**config.mk**
```make
export PLATFORM = sky130hd
export DESIGN_NAME = uart_rx
export DESIGN_NICKNAME = d
export VERILOG_FILES = /design/src/rtl/uart_rx_pkg.sv /design/src/rtl/uart_baud_tick.sv /design/src/rtl/uart_rx.sv
export SDC_FILE = /design/constraint.sdc
export NUM_CORES = 1
export LEC_CHECK = 0
export ABC_AREA = 1
export CAP_MARGIN = 20
export CORE_UTILIZATION = 50
export CTS_BUF_LIST = sky130_fd_sc_hd__clkbuf_4
export DETAILED_ROUTE_END_ITERATION = 12
export PLACE_DENSITY = 0.73
export REMOVE_ABC_BUFFERS = 1
export SLEW_MARGIN = 20
export SYNTH_ARGS = -nofsm -noshare
export SYNTH_HDL_FRONTEND = slang
export SYNTH_SLANG_ARGS = --single-unit
```
**constraint.sdc**
```tcl
create_clock -name clk -period 1.9 [get_ports clk]
set_input_delay 0.38 -clock clk [delete_from_list [all_inputs] [get_ports clk]]
set_output_delay 0.38 -clock clk [all_outputs]
set_load 0.05 [all_outputs]
```
**src/rtl/uart_rx_pkg.sv**
```systemverilog
// uart_rx_pkg: shared FSM state type and frame constants for the UART receiver.
//   uart_rx_state_t : receiver FSM states
//   OVERSAMPLE      : ticks per serial bit
//   DATA_BITS       : payload bits per frame
package uart_rx_pkg;

    localparam int OVERSAMPLE = 16;
    localparam int DATA_BITS  = 8;

    typedef enum logic [2:0] {
        IDLE,
        START,
        DATA,
        STOP,
        BREAK
    } uart_rx_state_t;

endpackage

```
**src/rtl/uart_baud_tick.sv**
```systemverilog
// uart_baud_tick: one-cycle tick every DIV clocks, restartable for phase alignment.
//   clk   : clock
//   rst_n : asynchronous active-low reset
//   clear : restart the divider at 0
//   tick  : one-cycle pulse every DIV cycles
module uart_baud_tick #(
    parameter int DIV = 10
) (
    input  logic clk,
    input  logic rst_n,
    input  logic clear,
    output logic tick
);

    localparam int W = (DIV > 1) ? $clog2(DIV) : 1;

    logic [W-1:0] r_cnt;

    assign tick = (r_cnt == W'(DIV - 1));

    always_ff @(posedge clk or negedge rst_n) begin
        if (!rst_n)
            r_cnt <= '0;
        else if (clear || tick)
            r_cnt <= '0;
        else
            r_cnt <= r_cnt + 1'b1;
    end

endmodule

```
**src/rtl/uart_rx.sv**
```systemverilog
// uart_rx: 8N1 UART receiver with 16x oversampling, glitch reject and break handling.
//   clk        : clock
//   rst_n      : asynchronous active-low reset
//   rx         : asynchronous serial input, idle high
//   uart_data  : last good byte, updated only with uart_valid
//   uart_valid : one-cycle strobe for a new uart_data
//   frame_err  : one-cycle strobe for a low stop bit
//   busy       : receiver not in IDLE
module uart_rx
    import uart_rx_pkg::*;
#(
    parameter int CLK_FREQ = 18_432_000,
    parameter int BAUD     = 115_200
) (
    input  logic                 clk,
    input  logic                 rst_n,
    input  logic                 rx,
    output logic [DATA_BITS-1:0] uart_data,
    output logic                 uart_valid,
    output logic                 frame_err,
    output logic                 busy
);

    localparam int DIV  = CLK_FREQ / (OVERSAMPLE * BAUD);
    localparam int OS_W = $clog2(OVERSAMPLE);
    localparam int BI_W = $clog2(DATA_BITS);

    logic [1:0]           r_sync;
    uart_rx_state_t       r_state, w_state_nxt;
    logic [OS_W-1:0]      r_os_cnt, w_os_nxt;
    logic [BI_W-1:0]      r_bit_idx, w_bit_nxt;
    logic [DATA_BITS-1:0] r_shift, w_shift_nxt, r_data, w_data_nxt;
    logic                 r_valid, w_valid_nxt, r_ferr, w_ferr_nxt;
    logic                 w_rx_s, w_tick, w_clear, w_last_os;

    assign w_rx_s     = r_sync[1];
    assign w_last_os  = w_tick && (r_os_cnt == OS_W'(OVERSAMPLE - 1));
    assign uart_data  = r_data;
    assign uart_valid = r_valid;
    assign frame_err  = r_ferr;
    assign busy       = (r_state != IDLE);

    uart_baud_tick #(.DIV(DIV)) u_tick (
        .clk   (clk),
        .rst_n (rst_n),
        .clear (w_clear),
        .tick  (w_tick)
    );

    always_ff @(posedge clk or negedge rst_n) begin
        if (!rst_n) begin
            r_sync    <= 2'b11;
            r_state   <= IDLE;
            r_os_cnt  <= '0;
            r_bit_idx <= '0;
            r_shift   <= '0;
            r_data    <= '0;
            r_valid   <= 1'b0;
            r_ferr    <= 1'b0;
        end else begin
            r_sync    <= {r_sync[0], rx};
            r_state   <= w_state_nxt;
            r_os_cnt  <= w_os_nxt;
            r_bit_idx <= w_bit_nxt;
            r_shift   <= w_shift_nxt;
            r_data    <= w_data_nxt;
            r_valid   <= w_valid_nxt;
            r_ferr    <= w_ferr_nxt;
        end
    end

    // The oversample count wraps 15->0 on its own, so every bit slot after
    // mid-start is exactly 16 ticks without an explicit reload.
    always_comb begin
        w_state_nxt = r_state;
        w_os_nxt    = r_os_cnt;
        w_bit_nxt   = r_bit_idx;
        w_shift_nxt = r_shift;
        w_data_nxt  = r_data;
        w_valid_nxt = 1'b0;
        w_ferr_nxt  = 1'b0;
        w_clear     = 1'b0;
        case (r_state)
            IDLE: begin
                if (!w_rx_s) begin
                    w_state_nxt = START;
                    w_clear     = 1'b1;
                    w_os_nxt    = '0;
                    w_bit_nxt   = '0;
                end
            end
            START: begin
                if (w_tick) begin
                    w_os_nxt = r_os_cnt + 1'b1;
                    if (r_os_cnt == OS_W'(OVERSAMPLE / 2 - 1)) begin
                        w_state_nxt = w_rx_s ? IDLE : DATA;
                        w_os_nxt    = '0;
                    end
                end
            end
            DATA: begin
                if (w_tick)
                    w_os_nxt = r_os_cnt + 1'b1;
                if (w_last_os) begin
                    w_shift_nxt = {w_rx_s, r_shift[DATA_BITS-1:1]};
                    w_bit_nxt   = r_bit_idx + 1'b1;
                    if (r_bit_idx == BI_W'(DATA_BITS - 1))
                        w_state_nxt = STOP;
                end
            end
            STOP: begin
                if (w_tick)
                    w_os_nxt = r_os_cnt + 1'b1;
                if (w_last_os) begin
                    w_state_nxt = w_rx_s ? IDLE : BREAK;
                    w_data_nxt  = w_rx_s ? r_shift : r_data;
                    w_valid_nxt = w_rx_s;
                    w_ferr_nxt  = !w_rx_s;
                end
            end
            BREAK: begin
                if (w_rx_s)
                    w_state_nxt = IDLE;
            end
            default: w_state_nxt = IDLE;
        endcase
    end

endmodule

```
==> results of run 1 <==
## per-stage QoR
| step | std cells | power, W | worst slack [ps] |
|---|---|---|---|
| 2_1_floorplan | 168 | 0.000745 | 301 |
| 3_3_place_gp | 227 | 0.000765 | 394 |
| 3_5_place_dp | 227 | 0.000766 | 353 |
| 4_1_cts | 235 | 0.00115 | 1.46 |
| 5_1_grt | 235 | 0.00119 | 13.2 |
| 6_report | 235 | 0.00113 | 65.6 |
## kinds of logic (layout without fill, tap and decap cells)
kind of cell,after synthesis,count (layout),synth area share [%]
flops,34,34,53.0
buf+inv,22,42,6.69
simple gates,83,83,25.2
fa+ha+maj,5,5,3.89
compound gates,24,24,9.56
xor+xnor,3,3,1.63
## flip-flops by register name, summed over array words and instances, names as in the netlist
name          cells
r_os_cnt          4
uart_data         8
r_bit_idx         3
u_tick.r_cnt      4
frame_err         1
r_sync            2
r_shift           8
uart_valid        1
r_state           3
## final cells by class
cell class | count | area (um^2)
clock inverters | 2 | 8.76
multi-input cells | 115 | 648
fillers | 271 | 1210
clock buffers | 6 | 45.0
repair buffers | 15 | 163
flip-flops and latches | 34 | 853
inverters | 19 | 71.3
well taps | 44 | 55.1
## power by group through the flow
stage	clock network [W]	registers (W)	logic, W
6_report	0.000382	0.000731	0.0000188
2_1_floorplan	0	0.000744	0.000000530
5_1_grt	0.000432	0.000732	0.0000231
3_5_place_dp	0	0.000745	0.0000204
3_3_place_gp	0	0.000745	0.0000199
4_1_cts	0.000401	0.000731	0.0000205
## synthesized netlist by cell type (2+ instances only)
master / instances / area share, %
nand2_2: 5 / 1.9
nor2_8: 2 / 2.5
buf_6: 2 / 1.4
xor2_1: 2 / 1.1
inv_1: 11 / 2.6
nor2_2: 3 / 1.2
nor2_1: 13 / 3.0
a21oi_1: 2 / 0.62
nand3_1: 9 / 2.8
dfstp_2: 2 / 3.3
o21ai_2: 7 / 3.8
dfrtp_1: 32 / 50
inv_2: 7 / 1.6
ha_1: 5 / 3.9
o21ai_1: 12 / 3.7
nand2_1: 47 / 11
a21oi_2: 2 / 1.1
## metal layers
| layer | share of wire (%) | vias up |
|---|---|---|
| met1 | 45 | 535 |
| met3 | 3.3 | 7 |
| met4 | 2.4 | 0 |
| met2 | 49 | 16 |
| li1 | - | 577 |
| met5 | 0 | - |
## placed cells by master (no fill, tap or decap), types with 5 or more instances in the layout
cell	netlist	layout
nand2_1	47	47
dfrtp_1	32	32
nor2_1	13	13
o21ai_1	12	12
inv_1	11	11
nand3_1	9	9
dlymetal6s2s_1	0	8
inv_2	7	7
o21ai_2	7	7
clkbuf_4	0	6
nand2_2	5	5
ha_1	5	5
## final timing paths
path                                      start    endpoint
worst max register to register  u_tick.r_cnt[1]  r_state[0]
max in group asynchronous                 rst_n   r_sync[0]
worst max-delay path                  frame_err   frame_err
min in group asynchronous                 rst_n  r_state[1]
worst min-delay path                  r_sync[0]   r_sync[1]
worst min register to register        r_sync[0]   r_sync[1]
==> Implementation_results.wiki, run 1 <==
{| class="wikitable"
! Metric !! Value
|-
| Status || completed
|-
| Data arrival at the endpoint of the critical path || around 1500 ps
|-
| Buffers inserted by post-CTS timing repair || 0
|-
| Antenna diode instance count || 0
|-
| Sequential share of power || roughly 65%
|-
| Clock tree from TritonCTS || done
|-
| Switch Pwr || approximately 0.00025 W
|-
| Top-level port count || 14
|-
| GR Util met3 || 4.62%
|-
| Finished layout cell area || between 1500 and 2000 um^2
|-
| Instance count on the critical path || 1
|-
| Final core utilization || ~60%
|-
| Deepest clock path buffer count || 2
|-
| Element type at the critical path end || output pin
|-
| Combinational fraction of design power || around 1.7%
|-
| Power density over cell area || about 610 nW/um^2
|-
| Number of clock sinks || 34
|-
| Busiest metal layer after global routing || met2
|-
| Lkg Pwr || approximately 1.0 nW
|-
| F_max || around 0.55 GHz
|-
| Die Height || between 50 and 60 um
|-
| Worst reg2reg path depth || 9
|-
| Setup repair after global routing missed its margin || no
|-
| Post-CTS Hold Buffers || 0
|-
| Largest driver fanout on the critical path || 1
|-
| Final min period || between 1500 and 2000 ps
|-
| Number of port buffers || 13
|-
| Count of buffer and inverter cells on the critical path || 1
|-
| Slew Limit Fails || 0
|-
| Area of the core || just over 3000 um^2
|-
| Depth of the worst hold-timing path || 0
|-
| Clock Skews || roughly 5.6 ps
|-
| Startpoint type of the worst setup path || flip-flop
|-
| Die Wd || around 60 um
|-
| Global route total overflow || 0
|-
| Routed wire length || roughly 2600 um
|-
| Via count of the first global-routing pass || ~1,100
|-
| Share of the yosys chip area belonging to registers || ~53%
|-
| Crit Path Category || flip-flop to output pin
|-
| Required time reported for the critical path endpoint || roughly 1500 ps
|-
| Register bit count reported by yosys || 34
|-
| Kind of cell adding the most delay to the critical path || buffers and inverters
|-
| Maximum level of the CTS H-tree || 2
|-
| Area after detailed placement || approximately 1800 um^2
|-
| Synthesis-to-finish area growth || 14.6%
|-
| Max_cap viols || 0
|-
| Worst relative slew slack || 65.9%
|-
| Number of synthesized flops with an enable pin || 0
|-
| Proportion of power drawn by the clock network || roughly a third
|-
| Crit path largest cell delay || just under 800 ps
|-
| Library cell contributing the largest single delay on the critical path || clkdlybuf4s50_1
|-
| RePlAce Congestion || roughly 0.8
|-
| Die area || 3450 um^2
|-
| Cell at the root of the clock tree || clkbuf_4
|-
| Post-Synthesis Cells || 171
|-
| DRT antenna net count || 0
|-
| Synthesis warning total || 0
|-
| Mean post-synth cell area || between 9 and 10 um^2
|-
| Floorplan row count || 20
|-
| Asr flop ratio synth || 100%
|-
| Portion of the clock cycle consumed by the worst path in the final layout || between 90% and 100%
|-
| Hold Slack || roughly 360 ps
|-
| Clock buffer count from CTS || 5
|-
| Number of distinct library cells after synthesis || 25
|-
| Slew at the pin closest to its max-slew limit || 510 ps
|-
| Detailed-placement wirelength estimate || roughly 1900 um
|-
| Met1 global-route usage || a little over a fifth
|-
| Aggregate negative setup slack || 0 ps
|-
| Number of antenna violations at the first check in global routing || 0
|-
| Violation count after the first detailed-routing iteration || 28
|-
| Switching power as a share of total power || a little over a fifth
|-
| Share of final-layout standard cells stronger than drive strength 1 || about a fifth
|-
| First-pass GRT wire length || 4530 um
|-
| Avg Vias per Cell || 4.83
|-
| Total via count after detailed routing || roughly 1,100
|-
| Peak ir drop on the vdd network || ~0.46 mV
|-
| Number of nets in the final layout || between 150 and 200
|-
| Area of the mapped netlist || 1610 um^2
|-
| Ordered list of cells on the worst path || clkdlybuf4s50_1
|-
| Final hold vios || 0
|-
| Cell internal pwr || about 0.00089 W
|-
| Number of failing setup endpoints in the final timing report || 0
|-
| Clock latency on the worst-skew pair || roughly 330 ps
|-
| Worst min path class || flip-flop to flip-flop
|-
| Drt pass-1 iters || 4
|-
| Clock Pin Slew Worst Setup and Hold Paths || roughly 100 ps
|-
| Starting density of the core || between 50 and 60%
|-
| Largest net degree at the start of global routing || 35
|-
| Post-route DRC violation count || 0
|-
| Total GRT Usage || ~18%
|-
| Routed wire per std cell || around 11 um
|-
| GR met2 Demand/Resource || approximately 30%
|-
| Primary FF master, synth || dfrtp_1
|-
| Worst-case register-to-register setup slack || 360 ps
|-
| Count of cells resized by post-cts repair || 0
|}
Power figures use the tool's default switching activity.
==> inputs of run 2 (changes only) <==
--- a/config.mk
+++ b/config.mk
@@ -7,6 +7,7 @@
 export LEC_CHECK = 0
 export ABC_AREA = 1
 export CAP_MARGIN = 20
+export CORE_MARGIN = 2
 export CORE_UTILIZATION = 50
 export CTS_BUF_LIST = sky130_fd_sc_hd__clkbuf_4
 export DETAILED_ROUTE_END_ITERATION = 12
==> run 2 against run 1 <==
Against the previous run:
- first-iteration DRC count grew 43%
- critical path depth is the same
- final area shrank 0.88%
- power grew 0.18%
- combinational power is essentially flat
- setup slack gained 1.2 ps
- sequential power is essentially flat
- core utilization shrank 0.53 points
- non-clock buffer count is the same
- maximum frequency is essentially flat
- critical path type unchanged
- highest routed layer unchanged
==> Implementation_results.wiki, run 2 (same netlist as run 1, synthesis figures left out) <==
{| class="wikitable"
! Metric !! Value
|-
| Status || completed (unchanged)
|-
| Top Metal Used || met4 (unchanged)
|-
| Top-level port count || 14 (unchanged)
|-
| Total GRT Usage || 17.9% (about the same)
|-
| Most common cell after layout, fill and taps aside || nand2_1 (unchanged)
|-
| Die area || 3690 um^2 (was 3450 um^2)
|-
| Wire length on met3 || 92 um (was 85 um)
|-
| Slew Limit Fails || 0 (unchanged)
|-
| Setup repair after global routing missed its margin || no (unchanged)
|-
| Clock tree from TritonCTS || done (unchanged)
|-
| Aggregate negative setup slack || 0 ps (unchanged)
|-
| First-pass GRT wire length || 4730 um (was 4530 um)
|-
| Post-route DRC violation count || 0 (unchanged)
|-
| Avg Vias per Cell || 4.82 (was 4.83)
|-
| Number of failing setup endpoints in the final timing report || 0 (unchanged)
|-
| Buffers inserted by post-CTS timing repair || 0 (unchanged)
|-
| Final hold vios || 0 (unchanged)
|-
| Instance count on the critical path || 1 (unchanged)
|-
| Number of port buffers || 13 (unchanged)
|-
| Slew at the pin closest to its max-slew limit || 506 ps (was 510 ps)
|-
| Maximum level of the CTS H-tree || 2 (unchanged)
|-
| Floorplan row count || 20 (unchanged)
|-
| Synthesis-to-finish area growth || 13.6% (was 14.6%)
|-
| Drt pass-1 iters || 4 (unchanged)
|-
| Final min period || 1830 ps (about the same)
|-
| Data arrival at the endpoint of the critical path || 1450 ps (about the same)
|-
| Detailed-placement wirelength estimate || 1860 um (was 1900 um)
|-
| Clock buffer count from CTS || 5 (unchanged)
|-
| Number of nets in the final layout || 198 (unchanged)
|-
| Routed wire per std cell || 11.1 um (was 11.0 um)
|-
| Starting density of the core || 52.7% (unchanged)
|-
| Peak ir drop on the vdd network || 0.524 mV (was 0.459 mV)
|-
| Global route total overflow || 0 (unchanged)
|-
| Worst reg2reg path depth || 9 (unchanged)
|-
| Deepest clock path buffer count || 2 (unchanged)
|-
| Antenna diode instance count || 0 (unchanged)
|-
| Depth of the worst hold-timing path || 0 (unchanged)
|-
| Element type at the critical path end || output pin (unchanged)
|-
| Largest driver fanout on the critical path || 1 (unchanged)
|-
| Die Wd || 60.7 um (was 58.7 um)
|-
| Clock Skews || 9.14 ps (was 5.64 ps)
|-
| Detail Route met2 WL || 1260 um (was 1270 um)
|-
| Required time reported for the critical path endpoint || 1520 ps (about the same)
|-
| DRT met1 WL || 1200 um (was 1170 um)
|-
| Power density over cell area || 620 nW/um^2 (was 614 nW/um^2)
|-
| Most used cells in the layout excluding fill and tap cells || 47 x nand2_1, 32 x dfrtp_1, 13 x nor2_1, 12 x o21ai_1, 11 x inv_1 (unchanged)
|-
| Library cell contributing the largest single delay on the critical path || clkdlybuf4s50_1 (unchanged)
|-
| Clock latency on the worst-skew pair || 340 ps (was 330 ps)
|-
| Startpoint type of the worst setup path || flip-flop (unchanged)
|-
| Cell at the root of the clock tree || clkbuf_4 (unchanged)
|-
| Number of antenna violations at the first check in global routing || 0 (unchanged)
|-
| Total power consumption of the routed design || 0.00113 W (about the same)
|-
| Ordered list of cells on the worst path || clkdlybuf4s50_1 (unchanged)
|-
| Portion of the clock cycle consumed by the worst path in the final layout || 96.5% (about the same)
|-
| F_max || 0.545 GHz (about the same)
|-
| Count of buffer and inverter cells on the critical path || 1 (unchanged)
|-
| Lkg Pwr || 0.984 nW (was 1.04 nW)
|-
| Die Height || 60.7 um (was 58.7 um)
|-
| Max_cap viols || 0 (unchanged)
|-
| Crit Path Category || flip-flop to output pin (unchanged)
|-
| Total via count after detailed routing || 1,132 (was 1,135)
|-
| Kind of cell adding the most delay to the critical path || buffers and inverters (unchanged)
|-
| Violation count after the first detailed-routing iteration || 40 (was 28)
|-
| DRT antenna net count || 0 (unchanged)
|-
| Crit path largest cell delay || 790 ps (about the same)
|-
| Worst min path class || flip-flop to flip-flop (unchanged)
|-
| Area after detailed placement || 1770 um^2 (unchanged)
|-
| Share of final-layout standard cells stronger than drive strength 1 || 20.9% (unchanged)
|-
| RePlAce Congestion || 0.765 (was 0.811)
|-
| Largest net degree at the start of global routing || 35 (unchanged)
|-
| Routed wire length || 2610 um (was 2580 um)
|-
| Worst relative slew slack || 66.2% (was 65.9%)
|-
| Post-CTS Hold Buffers || 0 (unchanged)
|-
| Number of clock sinks || 34 (unchanged)
|-
| Clock Pin Slew Worst Setup and Hold Paths || 100 ps (about the same)
|-
| Via count of the first global-routing pass || 1,072 (was 1,103)
|-
| Finished layout cell area || 1830 um^2 (was 1840 um^2)
|-
| Area of the core || 3050 um^2 (unchanged)
|}
[run 2: cell types whose count changed in the layout (fill, tap and decap cells not counted)]
cell / change
dlygate4sd2_1: +5
dlymetal6s2s_1: -4
clkbuf_4: -1
clkdlybuf4s50_1: -1
clkinvlp_4: +1
[run 2: worst paths after layout]
path                            startpoint    endpoint  slack [ps]
max reg2reg                u_tick.r_cnt[1]  r_state[0]         390
max in group asynchronous            rst_n   r_sync[0]        1120
min in group asynchronous            rst_n  r_state[2]         430
max                             uart_valid  uart_valid          70
min                              r_sync[0]   r_sync[1]         360
min reg2reg                      r_sync[0]   r_sync[1]         360
[run 2: cell type report]
cell class                      count  area [um^2]
Tap cell                           44         55.1
Sequential cell                    34          853
Clock buffer                        5         37.5
Fill cell                         268         1220
Multi-Input combinational cell    115          648
Timing Repair Buffer               15          146
Clock inverter                      3         16.3
Inverter                           19         71.3
[run 2: where the power goes]
part           internal (W)  switching (W)  total (W)
logic            0.00000522      0.0000138  0.0000190
registers          0.000727     0.00000393   0.000731
clock network      0.000137       0.000247   0.000384
[run 2: what timing repair did]
action,4_1_cts,5_1_grt
setup endpoints to repair,5,4
gates resized for setup,5,4
endpoints found under the hold margin,0,0
pin swaps,0,0
[run 2: per-layer routing]
| metal | GRT usage (%) | vias up |
|---|---|---|
| li1 | - | 587 |
| met1 | 23.0 | 524 |
| met2 | 27.2 | 14 |
| met3 | 6.40 | 7 |
| met4 | 8.39 | 0 |
| met5 | 0 | - |
[run 2: through the flow]
stage	hold WS (ps)	setup slack (ps)	util (%)	std cells
6_report	364	66.7	59.9	235
5_1_grt	372	7.84	59.9	235
4_1_cts	365	6.55	59.5	235
3_5_place_dp	350	372	58.0	227
3_3_place_gp	347	393	58.0	227
2_1_floorplan	84.4	301	-	168
